<file path="config.mk">
export PLATFORM = sky130hd
export DESIGN_NAME = dualmem_narrow_flat
export DESIGN_NICKNAME = d
export VERILOG_FILES = /design/src/rtl/dualmem_narrow_if.sv /design/src/rtl/dualmem_narrow.sv /design/src/flat_wrapper.sv
export SDC_FILE = /design/constraint.sdc
export NUM_CORES = 1
export LEC_CHECK = 0
export ABC_CLOCK_PERIOD_IN_PS = 11900
export BUFFER_PORTS_ARGS = -buffer_cell sky130_fd_sc_hd__buf_2
export CAP_MARGIN = 0
export CORE_MARGIN = 3
export CORE_UTILIZATION = 50
export CTS_CLUSTER_DIAMETER = 100
export DETAILED_ROUTE_END_ITERATION = 6
export PLACE_DENSITY = 0.67
export SYNTH_ARGS = -nofsm -noshare
export SYNTH_HDL_FRONTEND = slang
export SYNTH_SLANG_ARGS = --single-unit
</file>
<file path="constraint.sdc">
create_clock -name clk -period 11.9 [get_ports clk]
set_input_delay 1.19 -clock clk [delete_from_list [all_inputs] [get_ports clk]]
set_output_delay 1.19 -clock clk [all_outputs]
set_load 0.05 [all_outputs]
</file>
<file path="src/rtl/dualmem_narrow_if.sv">
// Bus bundle for dualmem_narrow: 64-bit word write port, 16-bit beat read
// port and the fill level. The slave modport is the converter's view.
interface dualmem_narrow_if #(
    parameter int AW = 3
);
    logic          in_valid;
    logic          in_ready;
    logic [63:0]   in_data;
    logic [1:0]    in_nlanes;
    logic          out_valid;
    logic          out_ready;
    logic [15:0]   out_data;
    logic          out_last;
    logic [AW:0]   level;

    modport slave (
        input  in_valid, in_data, in_nlanes, out_ready,
        output in_ready, out_valid, out_data, out_last, level
    );

    modport master (
        output in_valid, in_data, in_nlanes, out_ready,
        input  in_ready, out_valid, out_data, out_last, level
    );
endinterface

</file>
<file path="src/rtl/dualmem_narrow.sv">
// dualmem_narrow: buffering 64-bit to 16-bit width converter.
// Words of up to four 16-bit lanes are queued in a DEPTH-entry FIFO together
// with their lane count and drained one lane per beat. No combinational path
// exists from the write port to the read port.
// Optional build macro NARROW_MSB_FIRST_EN: drain lanes highest-first
// (out_last then marks lane 0). Default build drains lowest-first.
module dualmem_narrow #(
    parameter int DEPTH = 8,
    parameter int AW    = 3
) (
    input  logic             clk,
    input  logic             rstn,
    input  logic             clr,
    dualmem_narrow_if.slave  bus
);

    localparam logic [AW:0] PTR_ONE = {{AW{1'b0}}, 1'b1};

    // Each entry holds {nlanes, data}.
    logic [65:0] mem [DEPTH];

    logic [AW:0] wr_ptr;
    logic [AW:0] rd_ptr;
    logic [1:0]  lane;

    logic        full;
    logic        empty;
    logic        push_en;
    logic        beat_en;
    logic        pop_en;
    logic [65:0] head;
    logic [1:0]  head_nl;
    logic [63:0] head_data;

    // Map the beat counter onto the physical lane of the head word.
    function automatic logic [1:0] lane_sel(input logic [1:0] beat, input logic [1:0] nl);
`ifdef NARROW_MSB_FIRST_EN
        lane_sel = nl - beat;
`else
        lane_sel = beat;
        if (nl == 2'd0) lane_sel = beat;  // nl unused in low-first order
`endif
    endfunction

    assign full      = (wr_ptr[AW] != rd_ptr[AW]) && (wr_ptr[AW-1:0] == rd_ptr[AW-1:0]);
    assign empty     = (wr_ptr == rd_ptr);
    assign head      = mem[rd_ptr[AW-1:0]];
    assign head_nl   = head[65:64];
    assign head_data = head[63:0];

    // in_ready looks only at the registered pointers, so a pop in the same
    // cycle never frees room for a push while full.
    assign bus.in_ready  = !full;
    assign bus.out_valid = !empty;
    assign push_en       = bus.in_valid && !full;
    assign beat_en       = !empty && bus.out_ready;
    assign pop_en        = beat_en && (lane == head_nl);
    assign bus.level     = wr_ptr - rd_ptr;

    // Word storage; data is not reset, only the pointers that qualify it.
    always_ff @(posedge clk) begin
        if (push_en) begin
            mem[wr_ptr[AW-1:0]] <= {bus.in_nlanes, bus.in_data};
        end
    end

    // Read/write pointers with wrap bit; flush overrides push and pop.
    always_ff @(posedge clk or negedge rstn) begin
        if (!rstn) begin
            wr_ptr <= '0;
            rd_ptr <= '0;
        end else if (clr) begin
            wr_ptr <= '0;
            rd_ptr <= '0;
        end else begin
            if (push_en) wr_ptr <= wr_ptr + PTR_ONE;
            if (pop_en)  rd_ptr <= rd_ptr + PTR_ONE;
        end
    end

    // Beat counter within the head word; returns to 0 when the word pops.
    always_ff @(posedge clk or negedge rstn) begin
        if (!rstn) begin
            lane <= 2'd0;
        end else if (clr) begin
            lane <= 2'd0;
        end else if (beat_en) begin
            lane <= pop_en ? 2'd0 : lane + 2'd1;
        end
    end

    // Beat data and last flag, both forced low while nothing is queued.
    always_comb begin
        bus.out_data = 16'h0000;
        bus.out_last = 1'b0;
        if (!empty) begin
            case (lane_sel(lane, head_nl))
                2'd0:    bus.out_data = head_data[15:0];
                2'd1:    bus.out_data = head_data[31:16];
                2'd2:    bus.out_data = head_data[47:32];
                default: bus.out_data = head_data[63:48];
            endcase
            bus.out_last = (lane == head_nl);
        end
    end

endmodule

</file>
<file path="src/flat_wrapper.sv">
// flat-port wrapper written by rule: the top's interface ports become plain ports
module dualmem_narrow_flat 
#(
    parameter int DEPTH = 8,
    parameter int AW    = 3
)
  (clk, rstn, clr, bus_in_valid, bus_in_data, bus_in_nlanes, bus_out_ready, bus_in_ready, bus_out_valid, bus_out_data, bus_out_last, bus_level);
  dualmem_narrow_if #(.AW(AW)) bus_i ();
  input  logic clk;
  input  logic rstn;
  input  logic clr;
  input wire logic [$bits(bus_i.in_valid)-1:0] bus_in_valid;
  input wire logic [$bits(bus_i.in_data)-1:0] bus_in_data;
  input wire logic [$bits(bus_i.in_nlanes)-1:0] bus_in_nlanes;
  input wire logic [$bits(bus_i.out_ready)-1:0] bus_out_ready;
  output wire logic [$bits(bus_i.in_ready)-1:0] bus_in_ready;
  output wire logic [$bits(bus_i.out_valid)-1:0] bus_out_valid;
  output wire logic [$bits(bus_i.out_data)-1:0] bus_out_data;
  output wire logic [$bits(bus_i.out_last)-1:0] bus_out_last;
  output wire logic [$bits(bus_i.level)-1:0] bus_level;
  assign bus_i.in_valid = bus_in_valid;
  assign bus_i.in_data = bus_in_data;
  assign bus_i.in_nlanes = bus_in_nlanes;
  assign bus_i.out_ready = bus_out_ready;
  assign bus_in_ready = bus_i.in_ready;
  assign bus_out_valid = bus_i.out_valid;
  assign bus_out_data = bus_i.out_data;
  assign bus_out_last = bus_i.out_last;
  assign bus_level = bus_i.level;
  dualmem_narrow #(.DEPTH(DEPTH), .AW(AW)) u_core (.clk(clk), .rstn(rstn), .clr(clr), .bus(bus_i));
endmodule
</file>
=== Word-level counts from Yosys, hierarchy flattened ===
Memories as Yosys holds them, arrays and structs flattened.
Cells that the tools add are included.

* Flip-flop bits (word level): 10
* Bits in latches: 0
* Bits in writable memories: 528
* ROM bits: 0
* Output and inout port bits: 23
* Logic and storage cells: 37
* Memories kept: 1

* $add $sub $neg: 4
* Multipliers: 0
* Divide/modulo/power cells: 0
* Magnitude comparators: 0
* Eq/ne operators: 6
* Shift operators: 0
* Mux-type cells: 13
* Bitwise gates (word level): 0
* Reduce and logical (&&, ||, !) cells: 10

{| class="wikitable"
|+ Memories
! name !! depth !! bits a word !! rd ports !! clocked after Yosys merged registers in !! write ports !! RTL line !! source
|-
| u_core.mem || 8 || 66 || 1 || 0 || 1 || dualmem_narrow.sv:20 || <nowiki>logic [65:0] mem [DEPTH];</nowiki>
|}

{| class="wikitable"
|+ Operators by type and width
! operator !! count
|-
| 16-bit case mux with 3 select lines || 1
|-
| 16-bit two-way mux || 1
|-
| 4-bit two-way mux || 4
|-
| 4-bit by 1-bit adder with 4-bit output, second input constant || 2
|-
| 2-bit two-way mux || 4
|-
| 2-bit nonzero test || 3
|-
| 4-bit == test || 1
|-
| 1-bit logical AND || 4
|-
| 4-bit subtractor || 1
|-
| 3-bit == test || 1
|-
| 1-bit two-way mux || 3
|-
| 2-bit by 1-bit adder with 2-bit output, second input constant || 1
|-
| 2-bit by 1-bit == test with 1-bit output, second input constant || 1
|-
| 2-bit == test || 1
|-
| 2-bit == test, second input constant || 1
|-
| 1-bit logical NOT || 2
|-
| 2-bit logical NOT || 1
|-
| 1-bit inequality test || 1
|}

=== Longest topological paths before layout ===
Gate-level depths: netlist of the first run.

* Word-level depth: 7
* Depth in mapped cells: 11
* Mapped depth without buffers: 8

=== Least setup slack after synthesis of the first run ===
No wires, ideal clock.

* Path type: reg-to-reg
* Start: register u_core.rd_ptr[1]
* End: memory u_core.mem[1][0], enable pin
* Arrival time: 6.520 ns
* Required time: 11.329 ns
* Path slack: 4.809 ns
* Stages on the path, launching flop included: 9
* Path through: dfrtp_1 -> buf_2 -> buf_2 -> buf_1 -> inv_1 -> ha_1 -> a41oi_1 -> nand2_1 -> nor3_1

* Longest elaborated chain between the ends: 6

{| class="wikitable"
|+ RTL lines
! what !! RTL line !! source
|-
| from (decl) || dualmem_narrow.sv:23 || <nowiki>logic [AW:0] rd_ptr;</nowiki>
|-
| from (signal assigned) || dualmem_narrow.sv:77 || <nowiki>if (pop_en) rd_ptr <= rd_ptr + PTR_ONE;</nowiki>
|-
| 3-bit == test || dualmem_narrow.sv:45 || <nowiki>assign full = (wr_ptr[AW] != rd_ptr[AW]) && (wr_ptr[AW-1:0] == rd_ptr[AW-1:0]);</nowiki>
|-
| 1-bit logical AND || dualmem_narrow.sv:45 ||
|-
| 1-bit logical NOT || dualmem_narrow.sv:55 || <nowiki>assign push_en = bus.in_valid && !full;</nowiki>
|-
| 1-bit logical AND || dualmem_narrow.sv:55 ||
|-
| 1-bit two-way mux || dualmem_narrow.sv:62 || <nowiki>if (push_en) begin</nowiki>
|-
| 1-bit two-way mux (implied by the code) || dualmem_narrow.sv:63 || <nowiki>mem[wr_ptr[AW-1:0]] <= {bus.in_nlanes, bus.in_data};</nowiki>
|-
| to (decl) || dualmem_narrow.sv:20 ||
|}

No other way between the ends.

=== Final worst setup path of the first run ===
* Start: register u_core.rd_ptr[0]
* End: output bus_out_data[13]

* Longest elaborated chain between the ends: 3
* Elaborated cells between the ends (all ways): 4
* Classes of those cells: eq/ne: 1; mux: 2; memory: 1

{| class="wikitable"
|+ RTL lines
! what !! RTL line !! source
|-
| memory 8 x 66 bit || -- ||
|-
| 16-bit case mux with 3 select lines || dualmem_narrow.sv:97 || <nowiki>case (lane_sel(lane, head_nl))</nowiki>
|-
| 16-bit two-way mux (*) || dualmem_narrow.sv:96 || <nowiki>if (!empty) begin</nowiki>
|-
| to (decl) || flat_wrapper.sv:18 || <nowiki>output wire logic [$bits(bus_i.out_data)-1:0] bus_out_data;</nowiki>
|}

Mark *: on every way between the ends. The rest lies on a longest branch, timed or not.

==> results of run 1 <==
## worst paths after layout
check / startpoint / endpoint / slack (ns)
setup reg to reg: u_core.rd_ptr[1] / u_core.mem[5][38] / 7.25
max in group asynchronous: rstn / u_core.rd_ptr[0] / 11.19
hold reg to reg: u_core.wr_ptr[0] / u_core.wr_ptr[0] / 0.59
hold / removal: rstn / u_core.lane[0] / 0.47
min in group clk: u_core.wr_ptr[0] / u_core.wr_ptr[0] / 0.59
setup / recovery: u_core.rd_ptr[0] / bus_out_data[13] / 5.91
## layout make-up
class | count | area (um^2)
antenna | 1 | 2.50
multi-input combinational | 456 | 4640
clock buffer | 65 | 1410
timing repair buffer | 113 | 616
fill | 3074 | 17400
sequential | 538 | 16100
tap | 532 | 666
inverter | 13 | 48.8
clock inverter | 33 | 255
## critical path: cells and delay by family (launching register included)
family / cells / cell delay (ns)
AO/OA/AOI/OAI: 2 / 0.96
AND/OR/NAND/NOR: 2 / 0.17
buffers and inverters: 3 / 1.79
flip-flops: 1 / 0.59
multiplexers: 1 / 0.61
## stage by stage
step / hold WS [ns] / cells
6_report: 0.473 / 1751
5_1_grt: 0.466 / 1750
4_1_cts: 0.446 / 1750
3_5_place_dp: 0.580 / 1652
3_3_place_gp: 0.573 / 1652
2_1_floorplan: 0.539 / 1061
## power by group
| group | internal (mW) | switching (mW) |
|---|---|---|
| Clock | 0.927 | 0.673 |
| Combinational | 0.0902 | 0.177 |
| Sequential | 2.12 | 0.0111 |
## placed cells by master, fill, tap and decap left out, types with 2 or more instances in the layout
cell type / n
edfxtp_1: 528
nand2_1: 152
mux4_2: 129
buf_2: 93
nor2_1: 59
clkbuf_16: 55
a21oi_1: 23
buf_4: 20
o21ai_0: 18
a222oi_1: 16
clkinv_1: 16
inv_1: 12
clkinv_2: 10
clkbuf_1: 10
ha_1: 9
mux2i_1: 7
dfrtp_1: 7
nand2b_1: 6
nor2_4: 6
bufinv_16: 4
xor2_1: 3
nor4_1: 3
nand3_1: 2
nor3_2: 2
nor2b_1: 2
mux2_2: 2
and3_1: 2
o31ai_1: 2
mux2_1: 2
or3_1: 2
dfrtp_4: 2
## metal layers
metal | share of wire | track usage | vias up
met2 | 0.48 | 0.324 | 349
li1 | - | - | 4485
met3 | 0.068 | 0.0471 | 95
met4 | 0.027 | 0.0596 | 18
met5 | 0.0028 | 0 | -
met1 | 0.42 | 0.301 | 5386
## registers in the layout, summed over array words and instances (netlist names)
signal,flops
u_core.lane,2
u_core.rd_ptr,4
u_core.mem,528
u_core.wr_ptr,4
## cell families (layout without fill, tap and decap cells)
family / count (synthesis) / count (layout) / share of synthesized area
compound gates: 63 / 63 / 0.0197
xor+xnor: 5 / 5 / 0.00298
fa+ha+maj: 10 / 10 / 0.00632
buf+inv: 67 / 224 / 0.0141
flops: 538 / 538 / 0.767
mux: 141 / 141 / 0.145
other cells: 0 / 1 / 0
simple gates: 237 / 237 / 0.0448
==> run summary, run 1 <==
status - complete, no violations
Core Footprint - 0.0411 mm^2
initial antenna violation count - 10
Global Route Usage Sum - 0.208
slowest stage delay, CP - 0.81 ns
Syn Inst Count - 1061
Root Buffer - clkbuf_16
crit-path cells - buf_4 > buf_4 > mux4_2 > nand2_1 > nand2_1 > a222oi_1 > a21oi_1 > buf_2
final WL - 45200 um
HPWL after detailed placement - 25400 um
dpl cell area - 0.0221 mm^2
Sink Count - 538
Crit path arrival time - 4.80 ns
sequential-to-total area share from yosys stat - 0.767
die area - 0.0445 mm^2
CTS tree - built
Clock H-tree levels - 2
R2R cell count - 7
CTS Buffer Depth - 3
port bufs - 93
first-pass GRT wire length - 67800 um
syn_area_per_cell - 19.8 um^2
RSZ-0062 raised after global routing - false
number of synthesized flops with an enable pin - 528
number of global-route vias before repair - 10300
Final Util - 0.578
ranking of synthesized cells by area - edfxtp_1 76%, mux4_2 14%, nand2_1 2.7%
fin. max-slew vios - 0
number of hold violations in the final report - 0
syn_nets - 1142
crit path max fanout - 45
Vias - 10300
area leader, netlist - edfxtp_1
Max VDD drop - 0.115 mV
final instance area - 0.0238 mm^2
GRT Residual Overflow - 0
Worst slew margin - 0.348
total power - 4.00 mW
crit start category - register
capturing element type of the critical path - primary output
largest net degree at the start of global routing - 58
Clk Latency, worst-skew pair - 0.58 ns
#FFs+latches synth - 538
# rows - 74
Setup WS pre-CTS - 6.51 ns
starting density of the core - 0.511
Post-synth top cells - 528 x edfxtp_1, 152 x nand2_1, 129 x mux4_2, 65 x nor2_1, 24 x clkbuf_1
clk_skew - 0.0170 ns
Fmax - 167 MHz
Setup CP Type - register to primary output
via/cell ratio - 5.90
Static Leak - 7.77 nW
Yosys top cell area share - 0.755
Mapped Area - 0.0210 mm^2
die width - 211 um
setup bufs post-CTS - 0
clk slew on worst S/H paths - 0.06 ns
drt first pass iters - 7
Ys Warns - 0
final period utilization - 0.504
slowest stage cell, crit path - buf_4
# setup viols final - 0
Vert. Die Dim - 211 um
initial DRC count - 1247
Main synth FF type - edfxtp_1
Setup WS post-layout - 5.91 ns
fin crit period - 5.99 ns
CTS resizes - 0
Pwr Density - 168 mW/mm^2
CTS Buf Count - 53
Layout Area Growth over Synthesis - 13.2%
setup_tns - 0 ns
drt wl/cell - 25.8 um
Netlist cell types - 36
Hold-fix buffers, CTS - 0
max cap viols - 0
Final nets - 1256
post-route DRC violation count - 0
ys async rst share - 0.0186
Post-DRT Antenna Nets - 0
Tightest Pin Transition - 0.978 ns
count leader, synth - edfxtp_1
layout cells sized above 1 - 0.272
RD Place Congestion - 0.750
worst hold path type - input pin to async pin
CP Data Required Time - 10.71 ns
IO Count - 94
Note: power is estimated with default switching activity, not from simulation.
==> run 2: changes to the inputs <==
Settings changed: ABC_CLOCK_PERIOD_IN_PS 11900 to 5620.
Clock period 11.9 ns to 5.62 ns, I/O delays scaled along.
==> run summary, run 2 (same netlist as run 1, synthesis figures left out) <==
IO Count - 94 (unchanged)
die width - 211 um (unchanged)
capturing element type of the critical path - primary output
layout cells sized above 1 - 0.278 (+0.00607)
Seq pwr share - 0.525 (-0.008)
Max VDD drop - 0.220 mV (+91%)
Largest register FFs - 528 (unchanged)
Core Footprint - 0.0411 mm^2 (unchanged)
Clock power frac - 0.408 (+0.008)
final WL - 45800 um (+1.4%)
Layout Area Growth over Synthesis - 14.0%
via/cell ratio - 5.87 (-0.46%)
post-route DRC violation count - 0 (unchanged)
switching pwr - 1.86 mW (+120%)
most common cell after layout, fill and taps aside - edfxtp_1
Multi-input gate area - 0.00465 mm^2 (+0.27%)
slowest stage delay, CP - 0.77 ns (-0.04 ns)
power share of the combinational group - 0.067 (about the same)
initial antenna violation count - 8 (-2)
CTS Buf Count - 54 (+1.9%)
status - complete, no violations
Vias - 10400 (+0.34%)
clk_skew - 0.0164 ns (-0.000632 ns)
Pwr Density - 359 mW/mm^2 (+110%)
RSZ-0062 raised after global routing - false
most frequent cells in the layout - 528 x edfxtp_1, 152 x nand2_1, 129 x mux4_2
setup_tns - 0 ns (unchanged)
GRT Residual Overflow - 0 (unchanged)
fin. max-slew vios - 0 (unchanged)
RD Place Congestion - 0.784 (+4.5%)
number of hold violations in the final report - 0 (unchanged)
Sink Count - 538 (unchanged)
Sw Ratio - 0.216 (+0.000930)
Worst slew margin - 0.376 (+0.0281)
Final nets - 1266 (+0.80%)
Static Leak - 7.84 nW (+0.98%)
internal power - 6.74 mW (+110%)
Tightest Pin Transition - 0.934 ns (-0.0443 ns)
crit path max fanout - 24 (-47%)
# setup viols final - 0 (unchanged)
Setup CP Type - register to primary output
Fillers - 3034 (-1.3%)
Post-DRT Antenna Nets - 0 (unchanged)
CP Data Required Time - 5.06 ns (-5.65 ns)
worst hold path type - input pin to register
die area - 0.0445 mm^2 (unchanged)
Vert. Die Dim - 211 um (unchanged)
port bufs - 93 (unchanged)
Clk Latency, worst-skew pair - 0.59 ns (about the same)
CTS Buffer Depth - 3 (unchanged)
initial DRC count - 1078 (-14%)
starting density of the core - 0.511 (unchanged)
sequential standard cell area - 0.0161 mm^2 (unchanged)
# rows - 74 (unchanged)
crit start category - register
fin crit period - 4.20 ns
CTS tree - built
crit-path cells - buf_4 > mux4_2 > nand2_1 > nand2_1 > a222oi_1 > a21oi_1 > buf_2
drt first pass iters - 6 (-1)
CTS resizes - 0 (unchanged)
clk slew on worst S/H paths - 0.06 ns (about the same)
total power - 8.60 mW (+120%)
HPWL after detailed placement - 27000 um (+6.1%)
largest net degree at the start of global routing - 51 (-12%)
Fmax - 238 MHz
Crit path arrival time - 3.64 ns (-1.16 ns)
first-pass GRT wire length - 68800 um (+1.5%)
Root Buffer - clkbuf_16
final period utilization - 0.747
slowest stage cell, crit path - a222oi_1
drt wl/cell - 26.0 um (+0.55%)
Global Route Usage Sum - 0.211 (+0.00302)
Clock H-tree levels - 2 (unchanged)
number of global-route vias before repair - 10600 (+3.5%)
max cap viols - 0 (unchanged)
most used cell, CP - nand2_1
## run 2: cell count changes in the layout (fill, tap and decap cells not counted), moves of 2 or more
| cell | previous run | this run |
|---|---|---|
| clkbuf_1 | 10 | 18 |
| clkinv_1 | 16 | 9 |
| buf_4 | 20 | 26 |
| buf_12 | 0 | 2 |
| bufinv_16 | 4 | 6 |
| nor3_2 | 2 | 0 |
| nor3_4 | 0 | 2 |
## run 2: per-stage QoR
stage | hold slack (ns) | worst slack (ns) | cell area [um^2] | utilization | cells
after floorplan | 0.266 | 0.299 | 21000 | - | 1061
after global placement | 0.450 | 1.86 | 22200 | 0.540 | 1660
after detailed placement | 0.452 | 1.80 | 22200 | 0.540 | 1660
after CTS | 0.209 | 1.31 | 23900 | 0.582 | 1763
after global routing | 0.237 | 1.21 | 23900 | 0.582 | 1764
final | 0.243 | 1.42 | 23900 | 0.582 | 1765
## run 2: power groups by stage
stage | Sequential (mW) | Combinational [mW] | Clock [mW]
2_1_floorplan | 4.59 | 0.362 | 0
3_3_place_gp | 4.60 | 0.573 | 0
3_5_place_dp | 4.60 | 0.581 | 0
4_1_cts | 4.52 | 0.583 | 3.57
5_1_grt | 4.52 | 0.617 | 3.75
6_report | 4.52 | 0.574 | 3.51
## run 2: path summary, 6_finish.rpt
kind                             startpoint                 to  cells after the start  slack, ns
setup / recovery           u_core.rd_ptr[0]   bus_out_data[14]                      7       1.42
hold / removal              bus_in_data[50]  u_core.mem[2][50]                      1       0.24
setup reg to reg           u_core.rd_ptr[1]   u_core.mem[6][4]                      6       1.85
hold reg to reg            u_core.wr_ptr[0]   u_core.wr_ptr[0]                      2       0.59
max in group asynchronous              rstn   u_core.rd_ptr[0]                      2       5.00
min in group asynchronous              rstn   u_core.wr_ptr[2]                      2       0.37
## run 2: final cells by class
| cell class | count | share of cell area |
|---|---|---|
| Antenna cell | 2 | 0.000209 |
| Clock buffer | 72 | 0.0593 |
| Clock inverter | 30 | 0.0130 |
| Inverter | 13 | 0.00204 |
| Multi-Input combinational cell | 456 | 0.194 |
| Sequential cell | 538 | 0.673 |
| Tap cell | 532 | 0.0278 |
| Timing Repair Buffer | 122 | 0.0297 |
## run 2: worst max-delay path: cells and delay by family (launching register included)
family,cells,cell delay [ns]
AO/OA/AOI/OAI,2,0.93
buffers and inverters,2,0.63
AND/OR/NAND/NOR,2,0.19
flip-flops,1,0.73
multiplexers,1,0.54
## run 2: what timing repair did
action                    in CTS  in global routing
setup buffers                  0                  0
hold endpoints to repair      10                  0
hold buffers                   1                  0
## run 2: layer usage
metal | wire, um | GRT usage
met2 | 22400 | 0.338
met5 | 70 | 0
met1 | 19000 | 0.299
met3 | 3060 | 0.0419
met4 | 1270 | 0.0665
